[config.mk]
export PLATFORM = sky130hd
export DESIGN_NAME = ysyx_22040759_id_stage
export DESIGN_NICKNAME = d
export VERILOG_FILES = /design/src/rtl/ysyx_22040759_id_stage_pkg.sv /design/src/rtl/ysyx_22040759_imm_gen.sv /design/src/rtl/ysyx_22040759_id_stage.sv
export SDC_FILE = /design/constraint.sdc
export NUM_CORES = 1
export LEC_CHECK = 0
export CAP_MARGIN = 20
export CORE_AREA = 3 3 292 294
export CTS_BUF_LIST = sky130_fd_sc_hd__clkbuf_2
export DETAILED_ROUTE_END_ITERATION = 12
export DIE_AREA = 0 0 295 297
export GPL_ROUTABILITY_DRIVEN = 0
export GPL_TIMING_DRIVEN = 0
export PLACE_DENSITY_LB_ADDON = 0.15
export SYNTH_ARGS = -nofsm -noshare
export SYNTH_HDL_FRONTEND = slang
export SYNTH_SLANG_ARGS = --single-unit
[constraint.sdc]
create_clock -name clk -period 3.1 [get_ports clk]
set_input_delay 0.31 -clock clk [delete_from_list [all_inputs] [get_ports clk]]
set_output_delay 0.31 -clock clk [all_outputs]
set_load 0.005 [all_outputs]
[src/rtl/ysyx_22040759_id_stage_pkg.sv]
// Shared decode-stage definitions: opcodes, format encodings, bus widths and
// the field offsets of the decode-to-execute bus.
// Imported by ysyx_22040759_id_stage and ysyx_22040759_imm_gen.
package ysyx_22040759_id_stage_pkg;

  localparam logic [31:0] NOP_INST = 32'h0000_0013;

  localparam int FS_TO_DS_BUS_WD = 96;
  localparam int DS_TO_ES_BUS_WD = 299;
  localparam int FWD_BUS_WD      = 72;

  // RV64I major opcodes
  localparam logic [6:0] OPC_OP       = 7'b0110011;
  localparam logic [6:0] OPC_OP_32    = 7'b0111011;
  localparam logic [6:0] OPC_OP_IMM   = 7'b0010011;
  localparam logic [6:0] OPC_OP_IMM32 = 7'b0011011;
  localparam logic [6:0] OPC_LOAD     = 7'b0000011;
  localparam logic [6:0] OPC_JALR     = 7'b1100111;
  localparam logic [6:0] OPC_SYSTEM   = 7'b1110011;
  localparam logic [6:0] OPC_STORE    = 7'b0100011;
  localparam logic [6:0] OPC_BRANCH   = 7'b1100011;
  localparam logic [6:0] OPC_LUI      = 7'b0110111;
  localparam logic [6:0] OPC_AUIPC    = 7'b0010111;
  localparam logic [6:0] OPC_JAL      = 7'b1101111;

  typedef enum logic [2:0] {
    FMT_R   = 3'd0,
    FMT_I   = 3'd1,
    FMT_S   = 3'd2,
    FMT_B   = 3'd3,
    FMT_U   = 3'd4,
    FMT_J   = 3'd5,
    FMT_ILL = 3'd7
  } fmt_e;

  // Forwarding bus from EX/MEM/WB: {valid, we, is_load, rd, data}
  typedef struct packed {
    logic        valid;
    logic        we;
    logic        is_load;
    logic [4:0]  rd;
    logic [63:0] data;
  } fwd_t;

  // ds_to_es_bus field offsets (LSB positions)
  localparam int PC_LSB     = 0;
  localparam int INST_LSB   = 64;
  localparam int IMM_LSB    = 96;
  localparam int SRC1_LSB   = 160;
  localparam int SRC2_LSB   = 224;
  localparam int RD_LSB     = 288;
  localparam int RF_WE_BIT  = 293;
  localparam int FMT_LSB    = 294;
  localparam int MEM_RD_BIT = 297;
  localparam int MEM_WR_BIT = 298;

endpackage

[src/rtl/ysyx_22040759_imm_gen.sv]
// Immediate generator: sign-extends the I/S/B/U/J immediate of inst to 64 bits.
// Combinational, zero latency; no handshake.
// Ports: inst (32-bit instruction), fmt (decoded format) -> imm (64-bit).
module ysyx_22040759_imm_gen
  import ysyx_22040759_id_stage_pkg::*;
(
  input  logic [31:0] inst,
  input  fmt_e        fmt,
  output logic [63:0] imm
);

  // Opcode bits are never part of an immediate.
  logic unused_opc;
  assign unused_opc = ^inst[6:0];

  always_comb begin
    imm = '0;
    case (fmt)
      FMT_I: imm = {{52{inst[31]}}, inst[31:20]};
      FMT_S: imm = {{52{inst[31]}}, inst[31:25], inst[11:7]};
      FMT_B: imm = {{51{inst[31]}}, inst[31], inst[7], inst[30:25], inst[11:8], 1'b0};
      FMT_U: imm = {{32{inst[31]}}, inst[31:12], 12'b0};
      FMT_J: imm = {{43{inst[31]}}, inst[31], inst[19:12], inst[20], inst[30:21], 1'b0};
      default: imm = '0;
    endcase
  end

endmodule

[src/rtl/ysyx_22040759_id_stage.sv]
// Decode stage: registers the fetch bus, decodes RV64I, resolves operands via
// EX/MEM/WB bypass, drives the execute bus. Latency: 1 cycle fetch->execute.
// Backpressure: holds on es_allowin=0 or load-use stall (pcwrite=1); br_taken flushes.
// Ports: fs_to_ds_* (fetch handshake), rf_* (register file read), *_fwd_bus
// (bypass sources), ds_to_es_* (execute bus), pcwrite (fetch freeze).
module ysyx_22040759_id_stage
  import ysyx_22040759_id_stage_pkg::*;
(
  input  logic                       clk,
  input  logic                       rst,
  input  logic                       fs_to_ds_valid,
  input  logic [FS_TO_DS_BUS_WD-1:0] fs_to_ds_bus,
  output logic                       ds_allowin,
  input  logic                       es_allowin,
  input  logic                       br_taken,
  output logic                       pcwrite,
  output logic [4:0]                 rf_raddr1,
  output logic [4:0]                 rf_raddr2,
  input  logic [63:0]                rf_rdata1,
  input  logic [63:0]                rf_rdata2,
  input  logic [FWD_BUS_WD-1:0]      es_fwd_bus,
  input  logic [FWD_BUS_WD-1:0]      ms_fwd_bus,
  input  logic [FWD_BUS_WD-1:0]      ws_fwd_bus,
  output logic                       ds_to_es_valid,
  output logic [DS_TO_ES_BUS_WD-1:0] ds_to_es_bus
);

  logic                       ds_valid;
  logic                       ds_ready_go;
  logic [FS_TO_DS_BUS_WD-1:0] fs_bus_r;

  logic [31:0] inst;
  logic [63:0] pc;
  logic [4:0]  rd;
  fmt_e        fmt;
  logic        rs1_used, rs2_used;
  logic        rf_we, mem_rd, mem_wr;
  logic [63:0] imm;

  fwd_t es_fwd, ms_fwd, ws_fwd;
  logic [4:0]  src_addr [2];
  logic [63:0] src_rf   [2];
  logic [63:0] src      [2];
  logic        src_load [2];

  assign inst = fs_bus_r[95:64];
  assign pc   = fs_bus_r[63:0];
  assign rd   = inst[11:7];

  assign es_fwd = es_fwd_bus;
  assign ms_fwd = ms_fwd_bus;
  assign ws_fwd = ws_fwd_bus;

  // Only EX can still be producing load data; MEM/WB data is always final.
  logic unused_fwd;
  assign unused_fwd = ms_fwd.is_load ^ ws_fwd.is_load;

  // Pipeline register
  always_ff @(posedge clk or posedge rst) begin
    if (rst) begin
      ds_valid <= 1'b0;
      fs_bus_r <= {NOP_INST, 64'h0};
    end else begin
      if (br_taken)
        ds_valid <= 1'b0;
      else if (ds_allowin)
        ds_valid <= fs_to_ds_valid;
      if (ds_allowin && fs_to_ds_valid && !br_taken)
        fs_bus_r <= fs_to_ds_bus;
    end
  end

  // Format decode
  always_comb begin
    fmt = FMT_ILL;
    case (inst[6:0])
      OPC_OP, OPC_OP_32:                          fmt = FMT_R;
      OPC_OP_IMM, OPC_OP_IMM32, OPC_LOAD,
      OPC_JALR, OPC_SYSTEM:                       fmt = FMT_I;
      OPC_STORE:                                  fmt = FMT_S;
      OPC_BRANCH:                                 fmt = FMT_B;
      OPC_LUI, OPC_AUIPC:                         fmt = FMT_U;
      OPC_JAL:                                    fmt = FMT_J;
      default:                                    fmt = FMT_ILL;
    endcase
  end

  assign rs1_used = (fmt == FMT_R) || (fmt == FMT_I) || (fmt == FMT_S) || (fmt == FMT_B);
  assign rs2_used = (fmt == FMT_R) || (fmt == FMT_S) || (fmt == FMT_B);
  assign rf_we    = ((fmt == FMT_R) || (fmt == FMT_I) || (fmt == FMT_U) || (fmt == FMT_J))
                    && (rd != 5'd0);
  assign mem_rd   = (inst[6:0] == OPC_LOAD);
  assign mem_wr   = (inst[6:0] == OPC_STORE);

  ysyx_22040759_imm_gen u_imm_gen (
    .inst (inst),
    .fmt  (fmt),
    .imm  (imm)
  );

  assign rf_raddr1   = inst[19:15];
  assign rf_raddr2   = inst[24:20];
  assign src_addr[0] = rf_raddr1;
  assign src_addr[1] = rf_raddr2;
  assign src_rf[0]   = rf_rdata1;
  assign src_rf[1]   = rf_rdata2;

  // Bypass mux per source: youngest producer wins. An EX hit on a load marks
  // the operand as not yet available.
  always_comb begin
    for (int i = 0; i < 2; i++) begin
      src[i]      = src_rf[i];
      src_load[i] = 1'b0;
      if (src_addr[i] == 5'd0) begin
        src[i] = '0;
      end else if (es_fwd.valid && es_fwd.we && es_fwd.rd == src_addr[i]) begin
        src[i]      = es_fwd.data;
        src_load[i] = es_fwd.is_load;
      end else if (ms_fwd.valid && ms_fwd.we && ms_fwd.rd == src_addr[i]) begin
        src[i] = ms_fwd.data;
      end else if (ws_fwd.valid && ws_fwd.we && ws_fwd.rd == src_addr[i]) begin
        src[i] = ws_fwd.data;
      end
    end
  end

  assign ds_ready_go    = !(ds_valid && ((rs1_used && src_load[0]) || (rs2_used && src_load[1])));
  assign pcwrite        = ds_valid && !ds_ready_go;
  assign ds_allowin     = !ds_valid || (ds_ready_go && es_allowin);
  assign ds_to_es_valid = ds_valid && ds_ready_go && !br_taken;

  // Empty stage presents a NOP so execute never sees stale fields.
  always_comb begin
    ds_to_es_bus = '0;
    if (ds_valid) begin
      ds_to_es_bus[MEM_WR_BIT]         = mem_wr;
      ds_to_es_bus[MEM_RD_BIT]         = mem_rd;
      ds_to_es_bus[FMT_LSB +: 3]       = fmt;
      ds_to_es_bus[RF_WE_BIT]          = rf_we;
      ds_to_es_bus[RD_LSB +: 5]        = rd;
      ds_to_es_bus[SRC2_LSB +: 64]     = src[1];
      ds_to_es_bus[SRC1_LSB +: 64]     = src[0];
      ds_to_es_bus[IMM_LSB +: 64]      = imm;
      ds_to_es_bus[INST_LSB +: 32]     = inst;
      ds_to_es_bus[PC_LSB +: 64]       = pc;
    end else begin
      ds_to_es_bus[INST_LSB +: 32]     = NOP_INST;
    end
  end

endmodule

==> Word level (Yosys, flattened, before mapping) <==
Index checks and enable logic that the tools add are counted.
{ "op_classes": {"eq_ne": 23, "n_mux": 19, "reduce_logical": 39} }
{ "op_table": {"columns": ["op", "n"], "rows": [
  ["$mux 64", 9],
  ["$pmux 64 s5", 1],
  ["$mux 203", 1],
  ["$mux 32", 1],
  ["$eq 5x5->1", 6],
  ["$eq 7x6->1 const B", 4],
  ["$eq 7x7->1 const B", 4],
  ["$eq 7x5->1 const B", 3],
  ["$logic_and 1x1->1", 19],
  ["$pmux 3 s6", 1],
  ["$logic_not 5->1", 2],
  ["$logic_or 1x1->1", 9],
  ["$eq 7x2->1 const B", 1],
  ["$eq 3x2->1 const B", 2],
  ["$eq 3x3->1 const B", 2],
  ["$mux 1", 6],
  ["$reduce_bool 5->1", 1],
  ["$reduce_or 5->1", 1],
  ["$reduce_or 2->1", 2],
  ["$eq 3x1->1 const B", 1],
  ["$logic_not 1->1", 3],
  ["$logic_not 3->1", 1],
  ["$reduce_bool 2->1", 1]
]} }
{ "word_totals": {"ff_bits": 97, "in_bits": 445, "out_inout_bits": 312} }

==> Longest topological paths before layout <==
{ "logic_depth": {"ltp_word": 15, "mapped_depth": 9, "mapped_depth_nobuf": 6} }

==> Modules after synthesis <==
Synthesis repeated with hierarchy kept, for this count alone.
{ "unflattened": {"hier_cells": 1202, "area_unflattened_um2": 10473.8} }
{ "by_module_without_submodules": {"columns": ["mod", "n_inst", "cells_each", "area_per_inst_um2", "seq_area_each_um2"], "rows": [
  ["ysyx_22040759_id_stage", 1, 1100, 9701.8, 2431.1],
  ["ysyx_22040759_imm_gen", 1, 102, 772.0, 0.0]
]} }

==> Worst setup path after synthesis <==
OpenSTA, ideal clock, no wires.
{ "synth_path": {"path_kind": "register to output", "from": "register fs_bus_r[68]", "to": "output ds_to_es_bus[128]", "t_arrival_ps": 3022, "slack_ps": -232, "path_stages_with_launch": 10, "path_cell_list": "dfstp_2 > buf_2 > nand2b_1 > or2_2 > nor2b_1 > a21oi_1 > o21ai_0 > clkbuf_1 > nor2_1 > buf_4"} }
{ "synth_via": {"elab_chain_len": 6, "word_cells_on_any_way": 23, "cone_classes": "eq/ne (17); mux (3); reduce/logical (3)"} }
{ "synth_rtl": {"columns": ["item", "line_no", "rtl"], "rows": [
  ["from (decl)", "ysyx_22040759_id_stage.sv:30", "logic [FS_TO_DS_BUS_WD-1:0] fs_bus_r;"],
  ["from (signal assigned)", "ysyx_22040759_id_stage.sv:62", "fs_bus_r <= {NOP_INST, 64'h0};"],
  ["from (signal assigned)", "ysyx_22040759_id_stage.sv:69", "fs_bus_r <= fs_to_ds_bus;"],
  ["$eq 7x2->1 (tied with other cells)", "ysyx_22040759_id_stage.sv:76", "case (inst[6:0])"],
  ["$reduce_or 5->1 / $reduce_or 2->1 (equally long branches)", "ysyx_22040759_id_stage.sv:76", null],
  ["$pmux 3 s6 (*)", "ysyx_22040759_id_stage.sv:76", null],
  ["$eq 3x3->1 (tied with other cells)", "ysyx_22040759_imm_gen.sv:18", "case (fmt)"],
  ["$pmux 64 s5 (*)", "ysyx_22040759_imm_gen.sv:18", null],
  ["$mux 203 (*)", "ysyx_22040759_id_stage.sv:135", "if (ds_valid) begin"],
  ["to (decl)", "ysyx_22040759_id_stage.sv:25", "output logic [DS_TO_ES_BUS_WD-1:0] ds_to_es_bus"]
]} }
Every way passes the cells marked *; elsewhere a longest branch is shown, timed or not.

==> Worst setup path after layout <==
{ "layout_path": {"from": "register fs_bus_r[81]", "to": "output ds_to_es_bus[160]"} }
{ "layout_via": {"elab_chain_len": 7, "word_cells_on_any_way": 12, "cone_classes": "eq/ne (3); mux (5); reduce/logical (4)"} }
{ "layout_rtl": {"columns": ["item", "line_no", "rtl"], "rows": [
  ["$eq 5x5->1", "ysyx_22040759_id_stage.sv:121", "end else if (ws_fwd.valid && ws_fwd.we && ws_fwd.rd == src_addr[i]) begin"],
  ["$logic_and 1x1->1", "ysyx_22040759_id_stage.sv:121", null],
  ["$mux 64", "ysyx_22040759_id_stage.sv:121", null],
  ["$mux 64", "ysyx_22040759_id_stage.sv:119", "end else if (ms_fwd.valid && ms_fwd.we && ms_fwd.rd == src_addr[i]) begin"],
  ["$mux 64", "ysyx_22040759_id_stage.sv:116", "end else if (es_fwd.valid && es_fwd.we && es_fwd.rd == src_addr[i]) begin"],
  ["$mux 64 (*)", "ysyx_22040759_id_stage.sv:114", "if (src_addr[i] == 5'd0) begin"],
  ["$mux 203 (*)", "ysyx_22040759_id_stage.sv:135", null]
]} }
Marks and branches as above.

==> flow_metrics.env <==
export IMPL_outcome="finished, violations left"
export IMPL_violations="setup timing"
export IMPL_layout_min_cycle_time_ns=3.651
export IMPL_finalSetupTns_ns=-65.45
export IMPL_syn_area_um2=9691
export IMPL_cts_num_sinks=97
export IMPL_ys_flop_type="dfrtp_1"
export IMPL_worst_path_stages=9
export IMPL_hold_depth=2
export IMPL_seq_area_um2=2449
export IMPL_drc=0
export IMPL_cts_buffers=9
export IMPL_port_buffers=754
export IMPL_syn_num_nets=1594
export IMPL_p_total_w=0.005349
export IMPL_critPathTopFamily="buffers and inverters"
export IMPL_worstSkewPairLatency_ns=0.75
export IMPL_synth_area_leaders="dfrtp_1 (24%), mux2i_1 (13%), and2_1 (6.6%), mux2_2 (6.5%), nor2_1 (5.8%)"
export IMPL_synth_edf_count=0
export IMPL_async_flop_share_pct=100.0
export IMPL_r2r_cells=11
export IMPL_drtAntennaViolNets=0
export IMPL_yosys_warnings=0
export IMPL_layout_drive_gt1_share_pct=37.55
export IMPL_grt_pass1_vias=13520
export IMPL_core_um2=83160
export IMPL_viasPerCell=4.102
export IMPL_synth_area_leader_cell="dfrtp_1"
export IMPL_p_per_area_nw_per_um2=237.5
export IMPL_fp_dieW_um=295
export IMPL_max_freq_mhz=273.9
export IMPL_wl_per_cell_um=25.94
export IMPL_overflow=0
export IMPL_die_area_um2=87620
export IMPL_firstDrtPassIters=7
export IMPL_cp_arrival_ns=3.34
export IMPL_cts_buffer_depth=2
export IMPL_max_vdd_ir_drop_mv=0.1591
export IMPL_synth_cell_types=50
export IMPL_rsz0062_at_grt="yes"
export IMPL_dr_total_vias=13150
export IMPL_cp_end_kind="output pin"
export IMPL_path_buf_inv=4
export IMPL_clkTransAtPathRegs_ns=0.37
export IMPL_netlist_area_leader_share_pct=24.27
export IMPL_grt_pass1_wl_um=110100
export IMPL_h_tree_depth=3
export IMPL_fillers=8914
export IMPL_synthToLayoutAreaGrowth_pct=132.4
export IMPL_die_y_um=297
export IMPL_worstReg2RegEnd="fs_bus_r[73]"
export IMPL_path_cells="buf_12 > xor2_1 > nor4_1 > nand4_1 > buf_8 > clkbuf_8 > a211oi_2 > a21o_1 > clkdlybuf4s50_1"
export IMPL_finalClockSkew_ns=0.07949
export IMPL_ios=757
export IMPL_antenna_found_initial=43
export IMPL_grt_max_degree=79
export IMPL_finalHoldViolCount=0
export IMPL_multi_input_area_um2=7526
export IMPL_ff2ff_setup_slack_ns=-0.23
export IMPL_setup_violations=279
export IMPL_cts_tree="yes"
export IMPL_cts_root_buffer_cell="clkbuf_2"
export IMPL_crit_required_ns=2.79
export IMPL_cap_viol_max_count=0
export IMPL_min_to="fs_bus_r[86]"
export IMPL_yosysSeqAreaShare_pct=25.09
export IMPL_fin_ws_ns=-0.5507
export IMPL_drt_iter0_drc=488
export IMPL_postSynthCellCount=1149
export IMPL_period_share_pct=117.8
export IMPL_ys_ff_latch=97
export IMPL_r2r_start="fs_bus_r[68]"
export IMPL_post_place_ws_ns=-1.729
export IMPL_leakage_nw=10.27
export IMPL_final_max_slew_viol_count=0
export IMPL_cp_start_kind="flop"
export IMPL_mostFrequentLayoutCell="clkdlybuf4s50_1"
export IMPL_worst_path_max_fanout=10
export IMPL_hold_path_class="primary input to flop"
export IMPL_layout_common_cells="clkdlybuf4s50_1 (558), buf_6 (147), nor2_1 (114)"
export IMPL_initial_core_util_pct=11.65
export IMPL_critPathSlowestCell="dfrtp_2"
export IMPL_slew_limit_headroom_pct=65.02
export IMPL_finish_net_count=2549
export IMPL_final_core_utilization_pct=27.09
export IMPL_min_from="fs_to_ds_bus[86]"
export IMPL_core_rowCount=106
export IMPL_syn_mean_instance_area_um2=8.434
export IMPL_place_hpwl_um=67360
export IMPL_routed_wl_um=83130
export IMPL_tightest_slew_ns=0.5225
export IMPL_grt_usage_pct=17.66
export IMPL_cpPeakStageDelay_ns=0.53
export IMPL_critical_path_class="flop to output pin"
[power by group]
group | internal [W] | switching, W
clock | 0.000144 | 0.000618
sequential | 0.00148 | 0.000182
combinational | 0.00172 | 0.00120
[what timing repair did]
action                                  CTS  global route
cloned                                    4             7
gates resized for setup                 522           833
hold buffers                             33             0
pin swaps                                90           159
endpoints found under the hold margin    64             0
endpoints found under the setup margin  395           389
setup buffers                            56           115
[per-layer routing]
metal  vias to the layer above  track usage (%)  share of wire, %
met2                       582            31.07                49
met4                        32            4.527               2.5
li1                       5989                -                 -
met1                      6428            20.21                39
met3                       115            6.197               8.7
met5                         -                0              0.24
[cell type report]
cell class / instances / area share [%]
multi-input combinational: 890 / 33.41
antenna: 16 / 0.1778
sequential: 97 / 10.87
clock buffer: 9 / 0.2000
timing repair buffer: 966 / 42.26
clock inverter: 7 / 0.3611
inverter: 6 / 0.1222
buffer: 134 / 6.594
tap: 1080 / 5.999
[cell usage after synthesis, types with 26 or more instances]
master,n
nand2_1,31
xor2_1,26
mux2_1,40
clkbuf_1,78
buf_4,48
mux2i_1,129
dfrtp_1,94
nor2_1,151
and2_1,102
a21o_1,67
a21oi_1,91
mux2_2,56
a211oi_1,64
a22o_1,64
[kinds of logic after synthesis]
kind of cell	share of synthesized area (%)
AND/OR/NAND/NOR	16.68
XOR/XNOR	2.711
flip-flops	25.09
multiplexers	24.48
buffers and inverters	8.715
AO/OA/AOI/OAI	22.32
[stage by stage]
step | cell area, um2 | hold slack (ns) | std cells
after global placement | 18590 | 0.4621 | 2983
after CTS | 20470 | 0.001341 | 3085
after detailed placement | 18700 | 0.4669 | 2989
after floorplan | 9693 | 0.3764 | 1149
after global routing | 22510 | 0.03277 | 3200
final | 22520 | 0.1526 | 3205
[sequential cells by signal, indices dropped and copies added (netlist names)]
signal and cells:
fs_bus_r 96, ds_valid 1
[worst max-delay path by stage]
stage                         to         start  slack (ns)
2_1_floorplan  ds_to_es_bus[128]  fs_bus_r[68]        0.19
3_3_place_gp   ds_to_es_bus[231]  fs_bus_r[88]       -2.54
3_5_place_dp   ds_to_es_bus[231]  fs_bus_r[88]       -1.73
4_1_cts        ds_to_es_bus[108]  fs_bus_r[68]       -0.73
5_1_grt        ds_to_es_bus[160]  fs_bus_r[81]       -0.71
6_report       ds_to_es_bus[160]  fs_bus_r[81]       -0.55
Power figures use the tool's default switching activity.
